**src/rtl/tone_divider_pkg.sv**
```systemverilog
// rtl/tone_divider_pkg.sv - shared FSM state type and mode constants for tone_divider
package tone_divider_pkg;
    typedef enum logic [1:0] {
        IDLE = 2'd0,
        RUN  = 2'd1,
        DONE = 2'd2
    } state_t;

    localparam logic MODE_PERIODIC = 1'b0;
    localparam logic MODE_ONESHOT  = 1'b1;
endpackage

```
**src/rtl/tone_div_cnt.sv**
```systemverilog
// rtl/tone_div_cnt.sv - period counter with compare-based wrap and active/shadow divide registers
module tone_div_cnt #(
    parameter int WIDTH = 16
) (
    input  logic             clk,
    input  logic             rst,
    input  logic             clr,
    input  logic             load_all,
    input  logic             load_shadow,
    input  logic             cnt_en,
    input  logic [WIDTH-1:0] div,
    output logic [WIDTH-1:0] count,
    output logic             wrap
);
    logic [WIDTH-1:0] count_q, count_d;
    logic [WIDTH-1:0] active_q, active_d;
    logic [WIDTH-1:0] shadow_q, shadow_d;

    assign wrap  = cnt_en && (count_q == active_q);
    assign count = count_q;

    // The wrap takes the shadow value as it stood before this edge, so a
    // coincident shadow load only affects the following period.
    always_comb begin
        count_d  = count_q;
        active_d = active_q;
        shadow_d = shadow_q;
        if (clr) begin
            count_d = '0;
        end else if (load_all) begin
            count_d  = '0;
            active_d = div;
            shadow_d = div;
        end else begin
            if (cnt_en) begin
                if (wrap) begin
                    count_d  = '0;
                    active_d = shadow_q;
                end else begin
                    count_d = count_q + WIDTH'(1);
                end
            end
            if (load_shadow) begin
                shadow_d = div;
            end
        end
    end

    always_ff @(posedge clk or posedge rst) begin
        if (rst) begin
            count_q  <= '0;
            active_q <= '0;
            shadow_q <= '0;
        end else begin
            count_q  <= count_d;
            active_q <= active_d;
            shadow_q <= shadow_d;
        end
    end
endmodule

```
**src/rtl/tone_divider.sv**
```systemverilog
// rtl/tone_divider.sv - programmable tone divider FSM with tick and square-wave outputs
// Square-wave flop is built only when TONE_DIVIDER_SQ_EN is defined; otherwise sq is tied low.
module tone_divider
    import tone_divider_pkg::*;
#(
    parameter int WIDTH = 16
) (
    input  logic             clk,
    input  logic             RST,
    input  logic             SCLR,
    input  logic             EN,
    input  logic             LOAD,
    input  logic [WIDTH-1:0] DIV,
    input  logic             MODE,
    output logic [WIDTH-1:0] Cout,
    output logic             c,
    output logic             sq,
    output logic             busy
);
    state_t state_q, state_d;
    logic   c_q, c_d;
    logic   busy_q, busy_d;
    logic   mode_q, mode_d;
    logic   load_all, load_shadow, cnt_en, wrap;

    assign load_all    = !SCLR && LOAD && (state_q != RUN);
    assign load_shadow = !SCLR && LOAD && (state_q == RUN);
    assign cnt_en      = !SCLR && EN && (state_q == RUN);

    tone_div_cnt #(.WIDTH(WIDTH)) u_cnt (
        .clk         (clk),
        .rst         (RST),
        .clr         (SCLR),
        .load_all    (load_all),
        .load_shadow (load_shadow),
        .cnt_en      (cnt_en),
        .div         (DIV),
        .count       (Cout),
        .wrap        (wrap)
    );

    // The end-of-period decision uses the mode latched before this edge.
    always_comb begin
        state_d = state_q;
        c_d     = 1'b0;
        busy_d  = busy_q;
        mode_d  = mode_q;
        if (SCLR) begin
            state_d = IDLE;
            busy_d  = 1'b0;
        end else begin
            case (state_q)
                RUN: begin
                    if (LOAD) begin
                        mode_d = MODE;
                    end
                    if (wrap) begin
                        c_d = 1'b1;
                        if (mode_q == MODE_ONESHOT) begin
                            state_d = DONE;
                            busy_d  = 1'b0;
                        end
                    end
                end
                default: begin
                    if (LOAD) begin
                        mode_d  = MODE;
                        state_d = RUN;
                        busy_d  = 1'b1;
                    end
                end
            endcase
        end
    end

    always_ff @(posedge clk or posedge RST) begin
        if (RST) begin
            state_q <= IDLE;
            c_q     <= 1'b0;
            busy_q  <= 1'b0;
            mode_q  <= MODE_PERIODIC;
        end else begin
            state_q <= state_d;
            c_q     <= c_d;
            busy_q  <= busy_d;
            mode_q  <= mode_d;
        end
    end

    assign c    = c_q;
    assign busy = busy_q;

`ifdef TONE_DIVIDER_SQ_EN
    logic sq_q, sq_d;

    always_comb begin
        sq_d = sq_q;
        if (SCLR) begin
            sq_d = 1'b0;
        end else if (wrap) begin
            sq_d = ~sq_q;
        end
    end

    always_ff @(posedge clk or posedge RST) begin
        if (RST) begin
            sq_q <= 1'b0;
        end else begin
            sq_q <= sq_d;
        end
    end

    assign sq = sq_q;
`else
    assign sq = 1'b0;
`endif
endmodule

```
**config.mk**
```make
export PLATFORM = sky130hd
export DESIGN_NAME = tone_divider
export DESIGN_NICKNAME = d
export VERILOG_FILES = /design/src/rtl/tone_divider_pkg.sv /design/src/rtl/tone_div_cnt.sv /design/src/rtl/tone_divider.sv
export SDC_FILE = /design/constraint.sdc
export NUM_CORES = 1
export LEC_CHECK = 0
export ABC_AREA = 1
export BUFFER_PORTS_ARGS = -buffer_cell sky130_fd_sc_hd__buf_2
export CAP_MARGIN = 30
export CELL_PAD_IN_SITES_DETAIL_PLACEMENT = 2
export CELL_PAD_IN_SITES_GLOBAL_PLACEMENT = 2
export CORE_MARGIN = 1
export CORE_UTILIZATION = 32
export DETAILED_ROUTE_END_ITERATION = 8
export PLACE_DENSITY_LB_ADDON = 0.1
export SYNTH_ARGS = -nofsm -noshare
export SYNTH_HDL_FRONTEND = slang
export SYNTH_HIERARCHICAL = 1
export SYNTH_SLANG_ARGS = --single-unit
```
**constraint.sdc**
```tcl
create_clock -name clk -period 1.86 [get_ports clk]
set_input_delay 0.372 -clock clk [delete_from_list [all_inputs] [get_ports clk]]
set_output_delay 0.372 -clock clk [all_outputs]
set_load 0.1 [all_outputs]
```
# ---- Yosys cells after proc, flatten, opt, wreduce, memory -nomap -nowiden
# Cells that the tools add are included.
# Widths: inputs -> output; s select.
dict set report totals {
  regBits 53
  latch_bits 0
  ramBits 0
  romBits 0
  input_bits 22
  output_inout_bits 19
  wordCells 52
  memories 0
}
dict set report classes {
  addsub 1
  mul 0
  div 0
  n_lt_le_gt_ge 0
  eq_ne 5
  n_shift 0
  n_mux 22
  bitwise 1
  n_reduce_logical 16
}
# cell n
set op_table {}
lappend op_table {{$mux 16} 9}
lappend op_table {{$add 16x1->16 const B} 1}
lappend op_table {{$eq 16x16->1} 1}
lappend op_table {{$mux 2} 5}
lappend op_table {{$mux 1} 8}
lappend op_table {{$logic_and 1x1->1} 6}
lappend op_table {{$reduce_and 3->1} 2}
lappend op_table {{$reduce_bool 2->1} 3}
lappend op_table {{$reduce_bool 3->1} 2}
lappend op_table {{$reduce_and 2->1} 2}
lappend op_table {{$ne 3x2->1 const B} 1}
lappend op_table {{$ne 3x3->1 const B} 1}
lappend op_table {{$eq 2x1->1 const B} 1}
lappend op_table {{$ne 2x1->1 const B} 1}
lappend op_table {{$logic_not 1->1} 1}
lappend op_table {{$not 1->1} 1}

# ---- Depth between registers and ports, before layout
# Gate-level depths: netlist of run 1.
dict set report depth {
  depth_word 8
  ltp_mapped 13
  mapped_depth_nobuf 12
}

# ---- By module
# Netlist of run 1, hierarchy kept.
# mod n_inst cells_per_inst area_per_inst_um2 seq_area_each_um2
set modules_own_cells {}
lappend modules_own_cells {tone_div_cnt 1 366 2625.0 1201.2}
lappend modules_own_cells {tone_divider 1 30 221.5 100.1}

# ---- Worst setup path after synthesis of run 1
# Ideal clock, no wire load.
dict set report synth_path {
  path_type {reg2reg}
  from {reg state_q[0]}
  to {reg u_cnt.count_q[12], in the netlist u_cnt/count[12]}
  setup_time_ps 74
  arrival_ps 2218
  required_ps 1786
  slack_ps -432
  path_stages_with_launch 11
  n_path_buf 0
  period_less_slack_ps 2292
  path_cell_list {dfrtp_1 > nand2_2 > inv_2 > nor2_1 > nor2_1 > nand2_2 > nand4_1 > nor2_2 > nand2_1 > xor2_1 > nor2_1}
}
dict set report synth_via {
  word_cells_on_any_way 10
  cone_classes {eq/ne (2); mux (4); reduce/logical (4)}
}
# item line
set synth_rtl {}
lappend synth_rtl {{start: declaration} tone_divider.sv:20} ;# state_t state_q, state_d;
lappend synth_rtl {{start signal: assignment} tone_divider.sv:83} ;# state_q <= state_d;
lappend synth_rtl {{$ne 2x1->1 (*)} tone_divider.sv:26} ;# assign load_all = !SCLR && LOAD && (state_q != RUN);
lappend synth_rtl {{$logic_and 1x1->1 (*)} tone_divider.sv:26}
lappend synth_rtl {{via load_all} tone_divider.sv:24} ;# logic load_all, load_shadow, cnt_en, wrap;
lappend synth_rtl {{$mux 16} tone_div_cnt.sv:30} ;# end else if (load_all) begin
lappend synth_rtl {{$mux 16} tone_div_cnt.sv:28} ;# if (clr) begin
lappend synth_rtl {{end signal: assignment} tone_div_cnt.sv:55} ;# count_q <= count_d;
lappend synth_rtl {{end: declaration} tone_div_cnt.sv:15} ;# logic [WIDTH-1:0] count_q, count_d;
# The timed path passes the listed nets; every way through them passes the cells marked *. The select of a mux whose other input is x is not followed.
# A chain may end at the register's enable or synchronous reset.

# ---- Worst setup path in the final report of run 1
dict set report layout_path {
  from {reg u_cnt.count_q[13], in the netlist u_cnt/count[13]}
  to {reg state_q[0]}
}
dict set report layout_via {
  elab_chain_cells 4
}
# item line
set layout_rtl {}
lappend layout_rtl {{$eq 16x16->1} tone_div_cnt.sv:19} ;# assign wrap = cnt_en && (count_q == active_q);
lappend layout_rtl {{$logic_and 1x1->1} tone_div_cnt.sv:19}
lappend layout_rtl {{via wrap} tone_divider.sv:24}
lappend layout_rtl {{$ne 3x2->1 (no line)} --}
lappend layout_rtl {{$reduce_and 3->1 (no line)} --}
# The timed path passes the listed nets, and every way through them passes these cells.

==> qor.yml, run 1 <==
clock_network:
  htree_levels: 2
  cts_tree: "yes"
  numClockSinks: 52
  clk_pin_slew_ns: 0.10
  numCtsBuffers: 5
  clockBufferDepth: 2
  clkLatencyLatePin_ns: 0.31
  root_buffer: "clkbuf_8"
sta:
  fin_crit_ns: 1.80
  slew_viol_final: 0
  setup_viol: 0
  clock_skew_ns: 0.00440
  fin_crit_sh_pct: 97.0
  final_hold_viol_count: 0
  fmax_mhz: 554
  rsz0062_at_grt: "yes"
  worstMarginPinSlew_ns: 0.503
  hold_slack_ns: 0.321
  setup_tns_ns: 0
  finalWorstSetupSlack_ns: 0.0560
  worst_slew_margin_rel_pct: 66.4
global_route:
  grt_usage_pct: 20.6
  grt_max_degree: 33
  antenna_found_initial: 0
  grt_pass1_vias: 2850
  grt_pass1_wl_mm: 14.4
  overflow: 0
yosys:
  synth_fp_nets: 419
  syn_avg_cell_area_sq_um: 7.19
  yosysTopAreaCellShare_pct: 45.7
  async_flop_share_pct: 100
  synth_cell_types: 32
  yosysSeqAreaShare_pct: 45.7
  synth_top_flop_cell: "dfrtp_1"
  syn_inst: 396
  yosysWarnings: 6
  synth-seq-cells: 52
  syn_area_sq_um: 2850
  synth_top_area_cell: "dfrtp_1"
  synth_edf_count: 0
  synth.area.top_cells: "dfrtp_1 46%, nand2_1 15%, inv_1 7.4%, nor2_1 7.0%, nand3_1 4.4%"
worst_setup_path:
  worstSetupStartpointType: "register"
  critPathCaptureType: "register"
  crit_type: "register to register"
  critPathArrivalTime_ns: 2.01
  cp_max_fo: 3
  cp.required_ns: 2.07
pwr:
  p_leak_nw: 1.75
  fin_total_pwr_mw: 3.09
  vdd_ir_drop_max_v: 0.000385
  powerDensity_nw_per_um2: 884
detailed_routing:
  wl_per_cell_microns: 15.9
  firstDrtPassIters: 4
  drc: 0
  vias: 2741
  drtIter0Drc: 61
  ant_nets: 0
  via_per_inst: 4.92
  wl_mm: 8.85
die:
  num_rows: 34
  start_util_pct: 32.8
  ioPinCount: 41
  chipWidth_microns: 96.3
  die_y_microns: 96.3
  core_sq_um: 8680
  fp.dieArea_sq_um: 9280
final_layout:
  post-route-util_pct: 40.2
  fin_nets: 471
  fin_area_sq_um: 3490
  most-common-layout-cells: "110 x nand2_1, 54 x inv_1, 48 x nor2_1"
  antennaDiodeCount: 0
  mostFrequentLayoutCell: "nand2_1"
  areaGrowthSynthToFinish_pct: 22.6
  final_layout_size_suffix_gt1_share_pct: 24.3
  instances_no_fill: 557
placed_design:
  preCtsSetupSlack_ns: -0.114
  dp_hpwl_mm: 6.85
  post_dp_cell_area_sq_um: 3300
  placedCellCount: 546
  io_buffers: 39
  gp_congestion: 0.808
outcome:
  status: "finished clean"
flow_run:
  drv_cap: 0
worst_hold_path:
  min_path_type: "primary input to register"
power by group:
| group | total, mW | internal (mW) | switching [mW] |
|---|---|---|---|
| Combinational | 0.797 | 0.268 | 0.528 |
| Sequential | 1.45 | 1.31 | 0.139 |
| Clock | 0.842 | 0.441 | 0.401 |
critical path, stage by stage (launching register included):
cell and delay, ns:
dfrtp_2 0.40, inv_1 0.08, nand2_1 0.12, nand2_1 0.09, nor4_2 0.42, nand3_1 0.15, nor2_1 0.21, nand3_1 0.11
nand2_1 0.08, a21oi_2 0.05
path summary, 6_finish.rpt:
kind | start | end | slack [ns] | cells past startpoint
max in group asynchronous | RST | u_cnt/active_q[5] | 0.58 | 4
min reg2reg | u_cnt/active_q[0] | u_cnt/active_q[0] | 0.49 | 2
max | u_cnt/count[13] | state_q[0] | 0.06 | 9
min in group asynchronous | RST | state_q[0] | 0.51 | 3
min | MODE | mode_q | 0.32 | 3
max reg2reg | u_cnt/count[13] | state_q[0] | 0.06 | 9
what timing repair did:
action | in CTS | in global routing
pin swaps | 1 | 2
gates resized for setup | 2 | 10
hold buffers | 1 | 0
setup buffers | 1 | 1
setup endpoints to repair | 16 | 24
endpoints found under the hold margin | 4 | 0
gates cloned | 0 | 0
Yosys cell counts (2+ instances only):
library cell  instances
nor3_1                4
nor4_1                2
inv_1                56
nand4_1               6
xor2_1               10
dfrtp_1              52
nand3_1              25
nand2_1             111
buf_2                 3
inv_2                 6
a21oi_1              18
nor2_1               53
nand2_4               2
o22ai_1               2
o21ai_0              21
clkbuf_1              4
buf_4                 3
nand2_2               4
kinds of logic (layout without fill, tap and decap cells):
logic type / count (synthesis) / after routing / share of synthesized area, %
AO/OA/AOI/OAI: 46 / 46 / 8.57
XOR/XNOR: 11 / 11 / 3.38
adder cells (fa/ha/maj): 1 / 1 / 0.439
buffers and inverters: 74 / 127 / 10.5
flip-flops: 52 / 52 / 45.7
other: 1 / 1 / 0.132
AND/OR/NAND/NOR: 211 / 211 / 31.2
sequential cells by signal, summed over array words and instances, names as in the netlist:
register	cells
c	1
mode_q	1
state_q	2
u_cnt/active_q	16
u_cnt/count	16
u_cnt/shadow_q	16
cell type report:
type / count / area [sq um]
multi-input combinational: 270 / 1310
sequential: 52 / 1330
fill: 1071 / 5190
timing repair buffer: 56 / 363
inverter: 63 / 236
clock inverter: 2 / 38.8
tap: 108 / 135
clock buffer: 6 / 82.6
routing by layer:
metal  global-route usage (%)  up-vias  part of all wire [%]
met5                        0        -                     0
met4                     4.53        0                   1.0
met3                     3.08        9                   2.1
met2                     37.2       30                    52
met1                     25.8     1375                    45
li1                         -     1327                     -
Note: power is estimated with default switching activity, not from simulation.
==> run 2, diff against run 1 <==
--- a/config.mk
+++ b/config.mk
@@ -6,13 +6,13 @@
 export NUM_CORES = 1
 export LEC_CHECK = 0
 export ABC_AREA = 1
-export BUFFER_PORTS_ARGS = -buffer_cell sky130_fd_sc_hd__buf_2
 export CAP_MARGIN = 30
 export CELL_PAD_IN_SITES_DETAIL_PLACEMENT = 2
 export CELL_PAD_IN_SITES_GLOBAL_PLACEMENT = 2
 export CORE_MARGIN = 1
-export CORE_UTILIZATION = 32
+export CORE_UTILIZATION = 35
 export DETAILED_ROUTE_END_ITERATION = 8
+export DONT_BUFFER_PORTS = 1
 export PLACE_DENSITY_LB_ADDON = 0.1
 export SYNTH_ARGS = -nofsm -noshare
 export SYNTH_HDL_FRONTEND = slang
==> run 2 against run 1 <==
  * Die area decreased by 8.4%
  * Clock-buffer cell count unchanged
  * Routed wire length decreased by 4.4%
  * Critical path depth increased by 1
  * Design area decreased by 4.1%
  * Clock skew increased by 0.0016 ns
  * Largest power group unchanged
  * Maximum frequency increased by 3.9%
  * Largest cell class unchanged
==> qor.yml, run 2 (synthesized netlist as in run 1, its figures left out) <==
outcome:
  status: "finished clean"
placed_design:
  preCtsSetupSlack_ns: 0.0248
  dp_hpwl_mm: 6.71
  io_buffers: 0
  gp_congestion: 0.828
  placedCellCount: 516
die:
  chipWidth_microns: 92.2
  fp.dieArea_sq_um: 8500
  ioPinCount: 41
  num_rows: 32
  core_sq_um: 7810
  die_y_microns: 92.2
  start_util_pct: 36.5
sta:
  final_hold_viol_count: 0
  clock_skew_ns: 0.00596
  slew_viol_final: 0
  fin_crit_ns: 1.74
  setup_viol: 0
  hold_slack_ns: 0.0954
  finalWorstSetupSlack_ns: 0.124
  fmax_mhz: 576
  setup_tns_ns: 0
  fin_crit_sh_pct: 93.3
worst_hold_path:
  min_to: "state_q[0]"
  holdPathStages: 1
  min_path_type: "primary input to register"
  min_from: "SCLR"
final_layout:
  most-common-layout-cells: "111 x nand2_1, 55 x inv_1, 50 x nor2_1"
  post-route-util_pct: 42.9
  final_layout_size_suffix_gt1_share_pct: 18.4
  antennaDiodeCount: 0
  areaGrowthSynthToFinish_pct: 17.6
  mostFrequentLayoutCell: "nand2_1"
  fin_nets: 447
  instances_no_fill: 527
global_route:
  grt_usage_pct: 20.9
  antenna_found_initial: 0
  grt_max_degree: 33
  overflow: 0
  grt_pass1_wl_mm: 13.6
  grt_pass1_vias: 2749
flow_run:
  drv_cap: 0
detailed_routing:
  wl_per_cell_microns: 16.1
  wl_mm: 8.46
  drtIter0Drc: 52
  vias: 2593
  drc: 0
  ant_nets: 0
  firstDrtPassIters: 4
  via_per_inst: 4.92
clock_network:
  htree_levels: 2
  numClockSinks: 52
  numCtsBuffers: 5
  root_buffer: "clkbuf_8"
  clkLatencyLatePin_ns: 0.31
  clk_pin_slew_ns: 0.10
  clockBufferDepth: 2
  cts_tree: "yes"
worst_setup_path:
  worstSetupStartpointType: "register"
  crit_type: "register to register"
  path_cells: "nand2_4 -> inv_2 -> nor2_4 -> nor2_1 -> nand2_2 -> nand4_1 -> nor2_2 -> nand2_1 -> xor2_1 -> nor2_1"
  critPathCaptureType: "register"
  cp_max_fo: 5
  critPathArrivalTime_ns: 1.97
  crit_path_frequent_cell: "nor2_1"
  reg2reg_from: "state_q[0]"
  cp.required_ns: 2.10
  rrSetupSlack_ns: 0.12
  r2r_end: "u_cnt/count[14]"
  r2r_cells: 10
  slowest_delay_ns: 0.50
  cp_slowest_cell: "dfrtp_4"
pwr:
  vdd_ir_drop_max_v: 0.000378
  p_leak_nw: 1.65
  powerDensity_nw_per_um2: 888
[run 2: cell count changes in the layout (fill, tap and decap cells not counted), moves of 2 or more]
cell / delta
buf_4: +16
nor4_1: +2
nor2_1: +2
buf_2: -39
nor4_2: -2
[run 2: how the worst max path moves through the flow]
| stage | startpoint | to | slack [ns] | depth (start not counted) |
|---|---|---|---|---|
| after global routing | state_q[1] | state_q[0] | -0.01 | 11 |
| after floorplan | state_q[0] | u_cnt/active_q[2] | 0.03 | 12 |
| after global placement | state_q[1] | state_q[0] | 0.07 | 11 |
| final | state_q[0] | u_cnt/count[14] | 0.12 | 10 |
| after detailed placement | state_q[1] | state_q[0] | 0.02 | 11 |
| after CTS | state_q[1] | state_q[0] | 0.002 | 11 |
[run 2: critical path: cells and delay by family (launching register included)]
family                    cells  cell delay, ns
and+or+nand+nor               8            0.96
DFF                           1            0.50
xor gates and xnor gates      1            0.14
buffers and inverters         1            0.06
[run 2: repair_timing]
action                                  in CTS  in global routing
hold buffers                                 1                  0
endpoints found under the setup margin       0                 24
resized for setup                            0                  5
hold endpoints to repair                    16                  0
buffers inserted                             0                  2
[run 2: area by class of cell]
type / count / area, sq um
Inverter: 63 / 236
Sequential cell: 52 / 1330
Timing Repair Buffer: 32 / 268
Multi-Input combinational cell: 270 / 1280
Clock buffer: 6 / 72.6
Clock inverter: 2 / 35.0
Tap cell: 102 / 128
Fill cell: 933 / 4460
[run 2: stage by stage]
step	instance area [sq um]	power [mW]
after floorplan	2880	1.96
after global placement	3190	2.15
after detailed placement	3190	2.21
after CTS	3310	3.01
after global routing	3350	3.15
final	3350	2.97
[run 2: power by group]
group,internal [mW],switching (mW)
combinational,0.254,0.490
sequential,1.31,0.130
clock,0.400,0.389
total,1.96,1.01
[run 2: metal layers]
| layer | wire (microns) | global-route usage [%] |
|---|---|---|
| met2 | 4180 | 36.8 |
| met5 | 0 | 0 |
| met1 | 3930 | 26.3 |
| met4 | 121 | 5.86 |
| met3 | 229 | 3.48 |
==> run 3, diff against run 2 <==
--- a/config.mk
+++ b/config.mk
@@ -11,8 +11,10 @@
 export CELL_PAD_IN_SITES_GLOBAL_PLACEMENT = 2
 export CORE_MARGIN = 1
 export CORE_UTILIZATION = 35
+export CTS_BUF_LIST = sky130_fd_sc_hd__clkbuf_16
 export DETAILED_ROUTE_END_ITERATION = 8
 export DONT_BUFFER_PORTS = 1
+export MAX_ROUTING_LAYER = met4
 export PLACE_DENSITY_LB_ADDON = 0.1
 export SYNTH_ARGS = -nofsm -noshare
 export SYNTH_HDL_FRONTEND = slang
==> run 3 against run 2 <==
  * First-iteration DRC count unchanged
  * Clock power up 33%
  * Design area up 1.9%
  * Utilization up 0.80 points
  * Register-to-register slack worse by 0.03 ns
  * Sequential power about the same
  * Sequential share of layout area down 0.73 points
  * Clock skew down 0.0019 ns
  * Total power up 9.1%
  * Largest cell class unchanged
==> qor.yml, run 3 (synthesized netlist as in run 1, its figures left out) <==
final_layout:
  fin_area_sq_um: 3410
  mostFrequentLayoutCell: "nand2_1"
  post-route-util_pct: 43.7
  antennaDiodeCount: 0
  fin_nets: 447
  areaGrowthSynthToFinish_pct: 19.8
  final_layout_size_suffix_gt1_share_pct: 18.6
  most-common-layout-cells: "110 x nand2_1, 56 x inv_1, 50 x nor2_1"
die:
  num_rows: 32
  fp.dieArea_sq_um: 8500
  die_y_microns: 92.2
  core_sq_um: 7810
  ioPinCount: 41
  start_util_pct: 36.5
  chipWidth_microns: 92.2
worst_hold_path:
  min_path_type: "primary input to register"
  holdPathStages: 1
sta:
  slew_viol_final: 0
  clock_skew_ns: 0.00407
  final_hold_viol_count: 0
  finalWorstSetupSlack_ns: 0.0899
  fmax_mhz: 565
  rsz0062_at_grt: "yes"
  setup_viol: 0
  fin_crit_sh_pct: 95.2
  fin_crit_ns: 1.77
  hold_slack_ns: 0.123
worst_setup_path:
  cp_slowest_cell: "dfrtp_1"
  cp_max_fo: 4
  rrSetupSlack_ns: 0.09
  crit_type: "register to register"
  path_cells: "inv_2 -> nand2_4 -> nor2_2 -> buf_4 -> nand4_1 -> a21oi_2 -> nand3_1 -> nor2_4 -> nand3_1 -> nand2_1 -> a21oi_2"
  cp.required_ns: 2.04
  worstSetupStartpointType: "register"
  critPathArrivalTime_ns: 1.95
  r2r_cells: 11
  critPathCaptureType: "register"
  slowest_delay_ns: 0.39
pwr:
  comb_power_share_pct: 23.2
  vdd_ir_drop_max_v: 0.000416
  pwr-share-seq_pct: 44.5
  p_clk_share_pct: 32.3
  power.internal_mw: 2.19
  sw_frac_of_total_pct: 32.3
  p_leak_nw: 1.67
  p_sw_mw: 1.05
  powerDensity_nw_per_um2: 951
placed_design:
  dp_hpwl_mm: 6.71
  gp_congestion: 0.841
  preCtsSetupSlack_ns: 0.0248
  io_buffers: 0
  post_dp_cell_area_sq_um: 3190
outcome:
  status: "finished clean"
clock_network:
  clockBufferDepth: 2
  numClockSinks: 52
  htree_levels: 2
  clkLatencyLatePin_ns: 0.29
  root_buffer: "clkbuf_16"
  cts_tree: "yes"
  numCtsBuffers: 5
  clk_pin_slew_ns: 0.07
detailed_routing:
  drc: 0
  firstDrtPassIters: 4
  vias: 2601
  drtIter0Drc: 52
  wl_mm: 8.64
  ant_nets: 0
  via_per_inst: 4.94
  wl_per_cell_microns: 16.4
flow_run:
  drv_cap: 0
global_route:
  grt_usage_pct: 22.1
  antenna_found_initial: 0
  grt_pass1_vias: 2760
  grt_pass1_wl_mm: 13.9
  grt_max_degree: 33
  overflow: 0
-- run 3: layout make-up --
type	count	area, sq um
sequential	52	1330
inverter	63	236
clock inverter	3	38.8
timing repair buffer	32	268
fill	928	4400
clock buffer	5	125
tap	102	128
multi-input combinational	270	1290
-- run 3: worst paths after layout --
kind | from | endpoint
worst max-delay path | state_q[1] | state_q[0]
worst min-delay path | SCLR | state_q[0]
worst max register to register | state_q[1] | state_q[0]
min in group asynchronous | RST | state_q[1]
max in group asynchronous | RST | u_cnt/active_q[8]
worst min register to register | u_cnt/active_q[3] | u_cnt/active_q[3]
-- run 3: through the flow --
step	setup TNS, ns	power (mW)	std cells
floorplan	0	1.96	396
CTS	0	3.27	526
detailed placement	0	2.21	516
finish	0	3.24	527
global route	-0.00908	3.42	527
global placement	0	2.15	516
-- run 3: per-layer routing --
metal	share of wire, %	vias to the layer above	global-route usage (%)	wire [microns]
li1	-	1273	-	-
met1	47	1283	27.6	4030
met2	50	36	37.4	4290
met3	2.7	9	3.65	235
met4	1.0	0	5.08	88
met5	0	-	-	0
-- run 3: timing repair --
action / CTS / global route
endpoints found under the hold margin: 16 / 0
pin swaps: 1 / 1
setup buffers: 1 / 1
setup endpoints to repair: 15 / 31
hold buffers: 1 / 0
resized for setup: 0 / 7
-- run 3: critical path: cells and delay by family (launching register included) --
kind            cells  cell delay [ns]
simple gates        7             0.81
compound gates      2             0.24
flops               1             0.39
buf+inv             2             0.20
-- run 3: power by group through the flow --
stage / sequential [mW] / clock (mW) / combinational, mW
finish: 1.44 / 1.05 / 0.753
floorplan: 1.48 / 0 / 0.478
CTS: 1.44 / 1.07 / 0.758
global route: 1.46 / 1.10 / 0.857
global placement: 1.45 / 0 / 0.705
detailed placement: 1.46 / 0 / 0.747
